## src/rtl/clk_mon_pkg.sv

```systemverilog
// -----------------------------------------------------------------------------
// clk_mon_pkg
// Shared definitions for the clock-lock supervisor and its frequency meter.
//   SYNC_STAGES : depth of the synchronisers on every asynchronous status input
//   state_t     : supervisor FSM encoding
// -----------------------------------------------------------------------------
package clk_mon_pkg;

    localparam int SYNC_STAGES = 2;

    typedef enum logic [2:0] {
        HOLD_RST  = 3'd0,
        WAIT_LOCK = 3'd1,
        STABLE    = 3'd2,
        RUN       = 3'd3,
        FAIL      = 3'd4
    } state_t;

endpackage

```

## src/rtl/clk_freq_meter.sv

```systemverilog
// -----------------------------------------------------------------------------
// clk_freq_meter
// Windowed edge counter for the divided-down CLK_OUT toggle. Every WIN_CYC
// system-clock cycles the number of toggle edges seen in the window is
// published on freq_count, and freq_ok reports whether it lies within
// EXP_EDGES +/- TOL.
// Ports:
//   clk        in   free-running system clock
//   reset      in   synchronous, active-high
//   toggle     in   asynchronous toggle from the CLK_OUT domain
//   freq_count out  edges counted in the last completed window
//   freq_ok    out  last window within tolerance
// -----------------------------------------------------------------------------
module clk_freq_meter
    import clk_mon_pkg::*;
#(
    parameter int CNT_W     = 16,
    parameter int WIN_CYC   = 1024,
    parameter int EXP_EDGES = 410,
    parameter int TOL       = 4
) (
    input  logic             clk,
    input  logic             reset,
    input  logic             toggle,
    output logic [CNT_W-1:0] freq_count,
    output logic             freq_ok
);

    localparam logic [31:0] LO_BOUND = (EXP_EDGES > TOL) ? 32'(EXP_EDGES - TOL) : 32'd0;
    localparam logic [31:0] HI_BOUND = 32'(EXP_EDGES + TOL);

    logic [SYNC_STAGES-1:0] toggle_sync;
    logic                   toggle_s;
    logic                   toggle_prev;
    logic                   edge_seen;
    logic                   in_band;
    logic [CNT_W-1:0]       win_cnt;
    logic [CNT_W-1:0]       edge_cnt;

    assign toggle_s  = toggle_sync[SYNC_STAGES-1];
    assign edge_seen = toggle_s ^ toggle_prev;
    assign in_band   = (32'(edge_cnt) >= LO_BOUND) && (32'(edge_cnt) <= HI_BOUND);

    always_ff @(posedge clk) begin
        if (reset) begin
            toggle_sync <= '0;
            toggle_prev <= 1'b0;
            win_cnt     <= '0;
            edge_cnt    <= '0;
            freq_count  <= '0;
            freq_ok     <= 1'b0;
        end else begin
            toggle_sync <= {toggle_sync[SYNC_STAGES-2:0], toggle};
            toggle_prev <= toggle_s;
            if (win_cnt == CNT_W'(WIN_CYC - 1)) begin
                win_cnt    <= '0;
                freq_count <= edge_cnt;
                freq_ok    <= in_band;
                // An edge landing on the closing cycle belongs to the next window.
                edge_cnt   <= edge_seen ? CNT_W'(1) : '0;
            end else begin
                win_cnt <= win_cnt + CNT_W'(1);
                if (edge_seen && (edge_cnt != '1)) begin
                    edge_cnt <= edge_cnt + CNT_W'(1);
                end
            end
        end
    end

endmodule

```

## src/rtl/clk_lock_supervisor.sv

```systemverilog
// -----------------------------------------------------------------------------
// clk_lock_supervisor
// Sequences the MMCM reset of clk_wiz_0, retries on lock timeout, and releases
// a reset to CLK_OUT consumers only after lock has been stable. Counts lock
// losses while running and monitors CLK_OUT frequency through clk_freq_meter.
// Ports:
//   clk               in   free-running system clock
//   reset             in   synchronous, active-high
//   locked            in   MMCM locked (async, synchronised here)
//   input_clk_stopped in   MMCM input clock stopped (async, synchronised here)
//   clk_out_toggle    in   CLK_OUT/8 toggle (async, synchronised in the meter)
//   mmcm_reset        out  reset request to the clocking wizard
//   rst_out           out  reset for CLK_OUT consumers, 1 = held
//   run               out  1 while in RUN
//   fail              out  retries exhausted, held until reset
//   stopped_seen      out  input clock stop seen in RUN, held until reset
//   lock_loss_cnt     out  lock losses in RUN, saturating
//   freq_count        out  edges counted in last completed window
//   freq_ok           out  last window within tolerance
// -----------------------------------------------------------------------------
module clk_lock_supervisor
    import clk_mon_pkg::*;
#(
    parameter int RST_PULSE    = 16,
    parameter int LOCK_TIMEOUT = 4096,
    parameter int STABLE_CYC   = 256,
    parameter int MAX_RETRY    = 3,
    parameter int CNT_W        = 16,
    parameter int WIN_CYC      = 1024,
    parameter int EXP_EDGES    = 410,
    parameter int TOL          = 4
) (
    input  logic             clk,
    input  logic             reset,
    input  logic             locked,
    input  logic             input_clk_stopped,
    input  logic             clk_out_toggle,
    output logic             mmcm_reset,
    output logic             rst_out,
    output logic             run,
    output logic             fail,
    output logic             stopped_seen,
    output logic [CNT_W-1:0] lock_loss_cnt,
    output logic [CNT_W-1:0] freq_count,
    output logic             freq_ok
);

    localparam int RETRY_W = $clog2(MAX_RETRY + 1);

    logic [SYNC_STAGES-1:0] locked_sync;
    logic [SYNC_STAGES-1:0] stopped_sync;
    logic                   locked_s;
    logic                   stopped_s;

    state_t             state;
    state_t             state_next;
    logic [CNT_W-1:0]   timer;
    logic [CNT_W-1:0]   timer_next;
    logic [RETRY_W-1:0] retry;
    logic [RETRY_W-1:0] retry_next;
    logic               loss_event;
    logic               stop_event;

    assign locked_s  = locked_sync[SYNC_STAGES-1];
    assign stopped_s = stopped_sync[SYNC_STAGES-1];

    // One timer serves every state: pulse length in HOLD_RST, timeout in
    // WAIT_LOCK, and the consecutive-locked count in STABLE.
    always_comb begin
        state_next = state;
        timer_next = timer + CNT_W'(1);
        retry_next = retry;
        loss_event = 1'b0;
        stop_event = 1'b0;
        case (state)
            HOLD_RST: begin
                if (timer == CNT_W'(RST_PULSE - 1)) begin
                    state_next = WAIT_LOCK;
                    timer_next = '0;
                end
            end
            WAIT_LOCK: begin
                if (locked_s) begin
                    // This locked cycle is the first one counted.
                    state_next = STABLE;
                    timer_next = CNT_W'(1);
                end else if (timer == CNT_W'(LOCK_TIMEOUT - 1)) begin
                    timer_next = '0;
                    retry_next = retry + RETRY_W'(1);
                    state_next = (retry_next == RETRY_W'(MAX_RETRY)) ? FAIL : HOLD_RST;
                end
            end
            STABLE: begin
                if (!locked_s) begin
                    state_next = WAIT_LOCK;
                    timer_next = '0;
                end else if (timer == CNT_W'(STABLE_CYC - 1)) begin
                    state_next = RUN;
                    timer_next = '0;
                    retry_next = '0;
                end
            end
            RUN: begin
                timer_next = '0;
                // A stop and a lock drop together are one event.
                if (!locked_s || stopped_s) begin
                    state_next = HOLD_RST;
                    loss_event = 1'b1;
                    stop_event = stopped_s;
                end
            end
            FAIL: begin
                timer_next = '0;
            end
            default: begin
                state_next = HOLD_RST;
                timer_next = '0;
            end
        endcase
    end

    // Outputs are registered from the next state so they change on the same
    // edge as the FSM.
    always_ff @(posedge clk) begin
        if (reset) begin
            locked_sync   <= '0;
            stopped_sync  <= '0;
            state         <= HOLD_RST;
            timer         <= '0;
            retry         <= '0;
            mmcm_reset    <= 1'b1;
            rst_out       <= 1'b1;
            run           <= 1'b0;
            fail          <= 1'b0;
            stopped_seen  <= 1'b0;
            lock_loss_cnt <= '0;
        end else begin
            locked_sync  <= {locked_sync[SYNC_STAGES-2:0], locked};
            stopped_sync <= {stopped_sync[SYNC_STAGES-2:0], input_clk_stopped};
            state        <= state_next;
            timer        <= timer_next;
            retry        <= retry_next;
            mmcm_reset   <= (state_next == HOLD_RST);
            rst_out      <= (state_next != RUN);
            run          <= (state_next == RUN);
            fail         <= (state_next == FAIL);
            if (stop_event) begin
                stopped_seen <= 1'b1;
            end
            if (loss_event && (lock_loss_cnt != '1)) begin
                lock_loss_cnt <= lock_loss_cnt + CNT_W'(1);
            end
        end
    end

    clk_freq_meter #(
        .CNT_W     (CNT_W),
        .WIN_CYC   (WIN_CYC),
        .EXP_EDGES (EXP_EDGES),
        .TOL       (TOL)
    ) u_freq_meter (
        .clk        (clk),
        .reset      (reset),
        .toggle     (clk_out_toggle),
        .freq_count (freq_count),
        .freq_ok    (freq_ok)
    );

endmodule

```

## config.mk

```make
export PLATFORM = sky130hd
export DESIGN_NAME = clk_lock_supervisor
export DESIGN_NICKNAME = d
export VERILOG_FILES = /design/src/rtl/clk_mon_pkg.sv /design/src/rtl/clk_freq_meter.sv /design/src/rtl/clk_lock_supervisor.sv
export SDC_FILE = /design/constraint.sdc
export NUM_CORES = 1
export LEC_CHECK = 0
export CAP_MARGIN = 40
export CORE_ASPECT_RATIO = 1.25
export CORE_UTILIZATION = 30
export DETAILED_ROUTE_END_ITERATION = 7
export SYNTH_ARGS = -nofsm -noshare
export SYNTH_HDL_FRONTEND = slang
export SYNTH_HIERARCHICAL = 1
export SYNTH_SLANG_ARGS = --single-unit
```

## constraint.sdc

```tcl
create_clock -name clk -period 2.3 [get_ports clk]
set_clock_uncertainty 0.05 [all_clocks]
set_input_delay 0.23 -clock clk [delete_from_list [all_inputs] [get_ports clk]]
set_output_delay 0.23 -clock clk [all_outputs]
set_load 0.05 [all_outputs]
```

Word level (Yosys, flattened, before mapping):

Cells that the tools add are included.

* add/subtract/negate cells: 5
* $lt $le $gt $ge: 2
* eq/ne operators: 18
* muxes and demuxes: 26
* bitwise logic cells: 1
* reduce and logical (&&, ||, !) cells: 11

Operators with widths (number)
* $mux W16: 7
* $add A16 B1 Y16 const B: 4
* $pmux W16 S3: 1
* $ne A16 B16 Y1 const B: 2
* $mux W3: 7
* $eq A16 B10 Y1 const B: 1
* $eq A16 B12 Y1 const B: 1
* $eq A16 B4 Y1 const B: 1
* $eq A16 B8 Y1 const B: 1
* $ge A16 B9 Y1 const B: 1
* $le A16 B9 Y1 const B: 1
* $pmux W3 S5: 1
* $eq A3 B2 Y1 const B: 3
* $mux W2: 4
* $ne A2 B2 Y1 const B: 4
* $eq A3 B3 Y1 const B: 2
* $logic_not A3 Y1: 2
* $mux W1: 5
* $reduce_and A5 Y1: 1
* $pmux W2 S2: 1
* $reduce_bool A2 Y1: 2
* $eq A3 B1 Y1 const B: 1
* $logic_and A1 B1 Y1: 3
* $ne A3 B2 Y1 const B: 1
* 6 further kinds: 6

* flip-flop bits (word level): 98
* input port bits: 5
* output and inout bits: 38
* logic and storage cells: 80

Depth between registers and ports, before layout:

Gate-level depths: netlist of run 1.

* depth after elaboration: 7
* depth in mapped cells: 7
* depth with buffers taken out: 6

Cells and area by module:

The synthesis of run 1 kept the hierarchy.

By module, submodules not included
* clk_freq_meter: times used 1, cells an instance 253, area an instance 2303.5 um^2
* clk_lock_supervisor: times used 1, cells an instance 257, area an instance 2278.4 um^2

Least setup slack after synthesis of run 1:

Ideal clock, no wire load.

* path type: reg2reg
* from: register lock_loss_cnt[0]
* to: register lock_loss_cnt[5]
* library setup time: 0.101 ns
* arrival time: 2.155 ns
* setup slack: -0.006 ns
* cell stages (with the launch flop): 7
* clock period less this slack: 2.306 ns
* cells stage by stage: dfxtp_1 -> ha_1 -> nand4_1 -> nor4_1 -> buf_2 -> o311ai_0 -> o41ai_1

* word-level cells in the longest chain between the ends: 2
* elaborated cells between the ends (all ways): 3

RTL lines
* start, declared: line clk_lock_supervisor.sv:43 `output logic [CNT_W-1:0] lock_loss_cnt,`
* start signal, assigned: line clk_lock_supervisor.sv:151 `lock_loss_cnt <= lock_loss_cnt + CNT_W'(1);`
* branches (longest 2 deep; another with $add A16 B1 Y16)

Parallel ways; which one is timed is not known.
A chain may end at the register's enable or synchronous reset.

Final worst setup path of run 1:

* from: register timer[0]
* to: register retry[1]

* word-level cells in the longest chain between the ends: 3
* elaborated cells between the ends (all ways): 5

RTL lines
* start, declared: line clk_lock_supervisor.sv:57 `logic [CNT_W-1:0] timer;`
* start signal, assigned: line clk_lock_supervisor.sv:141 `timer <= timer_next;`
* $eq A16 B8 Y1 / $eq A16 B12 Y1 (equally long branches): line clk_lock_supervisor.sv:97, clk_lock_supervisor.sv:87
* $ne A2 B2 Y1 (no source line)
* $reduce_and A5 Y1 (no source line) *
* end signal, assigned: line clk_lock_supervisor.sv:142 `retry <= retry_next;`
* end, declared: line clk_lock_supervisor.sv:59 `logic [RETRY_W-1:0] retry;`

Every way passes the cells marked *; elsewhere a longest branch is shown, timed or not.

==> results.sh, run 1 <==
export IMPL_hpwl_um=7200
export IMPL_busiest_layer="met2"
export IMPL_end_kind="register"
export IMPL_tightest_slew_ns=0.590
export IMPL_met1_usage_pct=15.0
export IMPL_dieWidth_um=113
export IMPL_synthDistinctLibCells=63
export IMPL_status="finished, final reports clean"
export IMPL_htreeDepth=3
export IMPL_initial_core_util_pct=30.6
export IMPL_drt_iter0_markers=111
export IMPL_ir_drop_v=0.000372
export IMPL_viasPerCell=5.25
export IMPL_crit_arrival_ns=2.34
export IMPL_fin_setup_tns_ns=0
export IMPL_route_detailed_drc=0
export IMPL_path_clk_slew_ns=0.06
export IMPL_criticalPathCategory="register to register"
export IMPL_cap_violations=0
export IMPL_grt_start_max_net_pins=26
export IMPL_antenna_found_initial=0
export IMPL_drv_slew=0
export IMPL_dr_pass1_iters=4
export IMPL_cts_tree="built"
export IMPL_clockBufferDepth=2
export IMPL_cts_sinks=98
export IMPL_gr_usage_met3_pct=2.77
export IMPL_finalHoldViolCount=0
export IMPL_dp_cells=724
export IMPL_via_count=3886
export IMPL_post_cts_setup_buffers=0
export IMPL_powerDensity_mw_per_mm2=619
export IMPL_drive_gt1_share_pct=8.78
export IMPL_num_rows=50
export IMPL_ioPinCount=43
export IMPL_grt_ovfl_total=0
export IMPL_yosysSeqAreaShare_pct=42.8
export IMPL_ys_flop_type="dfxtp_1"
export IMPL_final_util_pct=37.0
export IMPL_synth_area_leader_cell="dfxtp_1"
export IMPL_cts_made_buffers=9
export IMPL_crit_path_start_kind="register"
export IMPL_slowest_stage="or4b_4"
export IMPL_ys_warnings_count=6
export IMPL_area_delta_synth_final_pct=20.8
export IMPL_io_buffers=42
export IMPL_setup_violations=0
export IMPL_rsz0062_at_grt="no"
export IMPL_synth_top_area_share_pct=42.8
export IMPL_core_mm2=0.0150
export IMPL_fin_crit_ns=2.12
export IMPL_cts_resized=0
export IMPL_whs_ns=0.271
export IMPL_min_path_type="input port to register"
export IMPL_async_reset_ff_share_pct=0
export IMPL_synth_area_mm2=0.00458
export IMPL_total_power_mw=3.43
export IMPL_die_area_mm2=0.0158
export IMPL_p_leak_nw=1.89
export IMPL_required_ns=2.52
export IMPL_grt_first_pass_wirelength_um=17200
export IMPL_drt_wl_total_um=10300
export IMPL_track_usage_pct=13.5
export IMPL_clk_latency_ns=0.35
export IMPL_nets=564
export IMPL_post_drt_wl_per_cell_um=13.9
export IMPL_synth_area_top_cells="dfxtp_1 43%, mux2i_1 4.8%, nor2_1 3.7%, a21oi_1 3.1%, xnor2_1 2.9%"
export IMPL_cp_max_fo=8
export IMPL_grt_pass1_vias=3672
export IMPL_synth_area_per_cell_um2=8.98
export IMPL_fin_crit_sh_pct=92.3
export IMPL_place_gp_congestion=0.837
export IMPL_ys_seq_elements=98
export IMPL_max_freq_mhz=471
export IMPL_met2_usage_pct=24.1
export IMPL_n_antenna_cell=0
export IMPL_syn_inst=510
export IMPL_worst_path_largest_cell_delay_ns=0.62
export IMPL_antenna_left=0
export IMPL_maxSlewHeadroom_pct=60.3
export IMPL_cts_root_buffer="clkbuf_16"
export IMPL_finalNonFillerCells=740
export IMPL_synth_edff_count=0
export IMPL_die_h_um=140
export IMPL_hold_buffers=0
export IMPL_syn_nets=521
export IMPL_cp_cell_sequence="ha_1, nand3_1, or4b_4, or4b_1, a21oi_1"
## per-layer routing
layer	wire, um	up-vias	share of wire (%)
met2	5220	68	51
met5	0	-	0
met4	142	0	1.4
met1	4570	1843	44
met3	354	12	3.4
li1	-	1963	-
## cell usage after synthesis, types with 4 or more instances
cell type  instances
and4_1             7
dfxtp_1           98
nand4_1           18
clkbuf_1          15
nor4_1            10
a211oi_1           5
or3_2              4
o21ai_0           14
nor2_1            45
xor2_1            10
o41ai_1            5
nor3_1            20
or3_1             13
or4_1             11
xnor2_1           15
inv_1             14
ha_1               6
nor2b_1           11
a21oi_1           28
mux2i_1           22
buf_2              5
nand2_1           28
nand2b_1           8
nand3_1           23
and3_1             5
a41oi_1            5
o31ai_1            9
## metrics by stage
stage	instance area [um^2]	setup WS, ns
5_1_grt	5530	0.0570
3_3_place_gp	5210	0.171
4_1_cts	5530	0.0840
6_report	5530	0.177
3_5_place_dp	5210	0.0861
2_1_floorplan	4590	0.117
## layout by cell type, fill, tap and decap left out, types with 3 or more instances in the layout
cell type,count
dfxtp_1,98
nor2_1,45
clkdlybuf4s50_1,41
nand2_1,28
a21oi_1,28
nand3_1,23
mux2i_1,22
nor3_1,20
nand4_1,18
buf_4,18
xnor2_1,15
inv_1,14
o21ai_0,14
or3_1,13
nor2b_1,11
or4_1,11
xor2_1,10
o31ai_1,9
nor4_1,9
clkbuf_16,9
nand2b_1,8
and4_1,7
ha_1,6
and3_1,5
a211oi_1,5
a41oi_1,5
o41ai_1,5
or3_2,4
a31oi_1,3
nor4b_1,3
nor3b_1,3
a2111oi_0,3
## logic make-up after synthesis
group           Yosys count  share of synthesized area (%)
flops                    98                           42.8
fa+ha+maj                 6                           1.64
compound gates           91                           13.5
simple gates            225                           27.7
mux                      23                           5.05
buf+inv                  42                           4.56
xor+xnor                 25                           4.78
## sequential cells by signal, summed over array words and instances (netlist names), 3 cells and up
register / cells
u_freq_meter/freq_count: 16
lock_loss_cnt: 16
state: 3
timer: 16
u_freq_meter/edge_cnt: 16
u_freq_meter/win_cnt: 16
## worst paths after layout
| kind | depth (start not counted) | slack, ns | endpoint | from |
|---|---|---|---|---|
| worst max-delay path | 5 | 0.18 | retry[1]$_SDFFE_PP0P_ | timer[0]$_SDFF_PP0_ |
| worst min-delay path | 2 | 0.27 | u_freq_meter/freq_count[11]$_SDFFE_PP0N_ | reset |
| worst max register to register | 5 | 0.18 | retry[1]$_SDFFE_PP0P_ | timer[0]$_SDFF_PP0_ |
| worst min register to register | 1 | 0.38 | u_freq_meter/toggle_sync[1]$_SDFF_PP0_ | u_freq_meter/toggle_sync[0]$_SDFF_PP0_ |
## worst max-delay path, delay by kind of cell, from the launching register on
kind	cells	cell delay, ns
simple gates	3	1.24
flops	1	0.39
fa+ha+maj	1	0.21
compound gates	1	0.16
## layout make-up
type | instances | area, um^2
Clock buffer | 11 | 243
Timing Repair Buffer | 60 | 551
Multi-Input combinational cell | 370 | 2420
Tap cell | 182 | 228
Clock inverter | 5 | 77.6
Inverter | 14 | 52.6
Fill cell | 1509 | 9420
Sequential cell | 98 | 1960
## power by group
part | switching, mW | internal [mW] | total [mW]
combinational | 0.0530 | 0.0342 | 0.0872
clock | 0.629 | 0.979 | 1.61
sequential | 0.0188 | 1.71 | 1.73
Power figures use the tool's default switching activity.
==> inputs of run 2 (changes only) <==
Settings changed: PLACE_DENSITY set to 0.47, SLEW_MARGIN set to 10.
==> run 2 against run 1 <==
Combinational power up 2%. Hold slack gained 0.0046 ns. Sequential power barely moved. Final area decreased by 0.54%. Non-clock buffer count increased by 3. Sequential share of layout area rose by 0.19 points. Register-to-register slack barely moved. Core utilization shrank 0.20 points. Clock power shrank 14%. Die area unchanged. Flip-flop and latch count is the same. Critical path type unchanged. Critical endpoint is now lock_loss_cnt[15]$_SDFFE_PP0P_.
==> results.sh, run 2 (synthesis results as in run 1) <==
export IMPL_pre_cts_ws_ns=0.114
export IMPL_crit_arrival_ns=2.29
export IMPL_post_drt_wl_per_cell_um=14.3
export IMPL_area_delta_synth_final_pct=20.1
export IMPL_required_ns=2.48
export IMPL_viasPerCell=5.19
export IMPL_die_area_mm2=0.0158
export IMPL_grt_first_pass_wirelength_um=18100
export IMPL_die_h_um=140
export IMPL_hpwl_um=7500
export IMPL_r2r_setup_slack_ns=0.19
export IMPL_r2r_start="state[0]$_SDFF_PP0_"
export IMPL_ir_drop_v=0.000338
export IMPL_rsz0062_at_grt="no"
export IMPL_setup_violations=0
export IMPL_total_power_mw=3.21
export IMPL_fin_crit_ns=2.11
export IMPL_dieWidth_um=113
export IMPL_finalNonFillerCells=742
export IMPL_initial_core_util_pct=30.6
export IMPL_track_usage_pct=14.3
export IMPL_met1_length_um=4800
export IMPL_clockBufferDepth=2
export IMPL_cts_tree="built"
export IMPL_final_util_pct=36.8
export IMPL_n_antenna_cell=0
export IMPL_drt_iter0_markers=146
export IMPL_hold_buffers=0
export IMPL_min_path_type="input port to register"
export IMPL_grt_start_max_net_pins=22
export IMPL_final_common_cell="dfxtp_1"
export IMPL_cp_max_fo=13
export IMPL_startpoint="state[0]$_SDFF_PP0_"
export IMPL_path_clk_slew_ns=0.07
export IMPL_cts_made_buffers=9
export IMPL_num_rows=50
export IMPL_timing_final_ws_setup_ns=0.188
export IMPL_drt_wl_total_um=10600
export IMPL_highest_layer="met4"
export IMPL_clk_latency_ns=0.34
export IMPL_nets=567
export IMPL_max_freq_mhz=474
export IMPL_maxSlewHeadroom_pct=62.5
export IMPL_route_detailed_drc=0
export IMPL_place_gp_congestion=0.823
export IMPL_via_count=3848
export IMPL_crit_path_start_kind="register"
export IMPL_antenna_found_initial=0
export IMPL_grt_pass1_vias=3796
export IMPL_fin_setup_tns_ns=0
export IMPL_mostFrequentLayoutCells="98 x dfxtp_1, 45 x nor2_1, 41 x clkdlybuf4s50_1"
export IMPL_dr_wl_met3_um=307
export IMPL_antenna_left=0
export IMPL_p_leak_nw=1.89
export IMPL_fin_crit_sh_pct=91.8
export IMPL_drive_gt1_share_pct=9.29
export IMPL_tightest_slew_ns=0.561
export IMPL_dp_cells=727
export IMPL_finalHoldViolCount=0
export IMPL_dr_pass1_iters=4
export IMPL_met2_length_um=5300
export IMPL_io_buffers=42
export IMPL_core_mm2=0.0150
export IMPL_powerDensity_mw_per_mm2=583
export IMPL_htreeDepth=3
export IMPL_criticalPathCategory="register to register"
export IMPL_status="finished, final reports clean"
export IMPL_cap_violations=0
export IMPL_holdCritStartpoint="reset"
export IMPL_cts_root_buffer="clkbuf_16"
export IMPL_end_kind="register"
export IMPL_grt_ovfl_total=0
export IMPL_drv_slew=0
export IMPL_cts_sinks=98
export IMPL_ioPinCount=43
run 2: cell count changes in the layout (fill, tap and decap cells not counted):
cell	change
clkinvlp_4	-1
buf_4	+3
bufinv_16	-2
inv_6	+1
clkinv_2	+2
clkbuf_1	-1
run 2: area by class of cell:
| class | instances | area, um^2 |
|---|---|---|
| Clock buffer | 10 | 239 |
| Clock inverter | 5 | 28.8 |
| Fill cell | 1510 | 9450 |
| Inverter | 14 | 52.6 |
| Multi-Input combinational cell | 370 | 2420 |
| Sequential cell | 98 | 1960 |
| Tap cell | 182 | 228 |
| Timing Repair Buffer | 63 | 573 |
run 2: path summary, 6_finish.rpt:
kind                                         to  depth (start not counted)
max reg2reg      lock_loss_cnt[15]$_SDFFE_PP0P_                          4
min reg2reg           locked_sync[1]$_SDFF_PP0_                          1
min          u_freq_meter/win_cnt[4]$_SDFF_PP0_                          2
max              lock_loss_cnt[15]$_SDFFE_PP0P_                          4
run 2: power by group:
group / internal (mW) / total [mW] / switching [mW]
logic: 0.0347 / 0.0889 / 0.0542
registers: 1.71 / 1.73 / 0.0184
clock network: 0.753 / 1.39 / 0.635
run 2: repair_timing:
| action | 4_1_cts | 5_1_grt |
|---|---|---|
| buffers inserted | 0 | 0 |
| endpoints found under the setup margin | 0 | 3 |
| gates resized for setup | 0 | 1 |
| hold endpoints to repair | 0 | 0 |
run 2: metrics by stage:
step / hold WS, ns / area (um^2)
floorplan: 0.308 / 4590
global placement: 0.389 / 5230
detailed placement: 0.386 / 5230
CTS: 0.261 / 5500
global route: 0.283 / 5500
finish: 0.275 / 5500
run 2: metal layers:
layer	GRT usage [%]	vias to the layer above
li1	-	1971
met1	16.6	1802
met2	25.0	57
met3	3.55	18
met4	5.89	0
met5	0	-
run 2: worst max-delay path: stages, from the launching register on:
cell and delay (ns):
dfxtp_1 0.53, nand3b_1 0.18, or3_1 0.55, nor4_1 0.31
mux2_2 0.37
==> inputs of run 3 (changes only) <==
Settings changed: CAP_MARGIN 40 to 30.
==> results of run 3 <==
The final DEF is identical to that of run 2; final timing and power are the same.
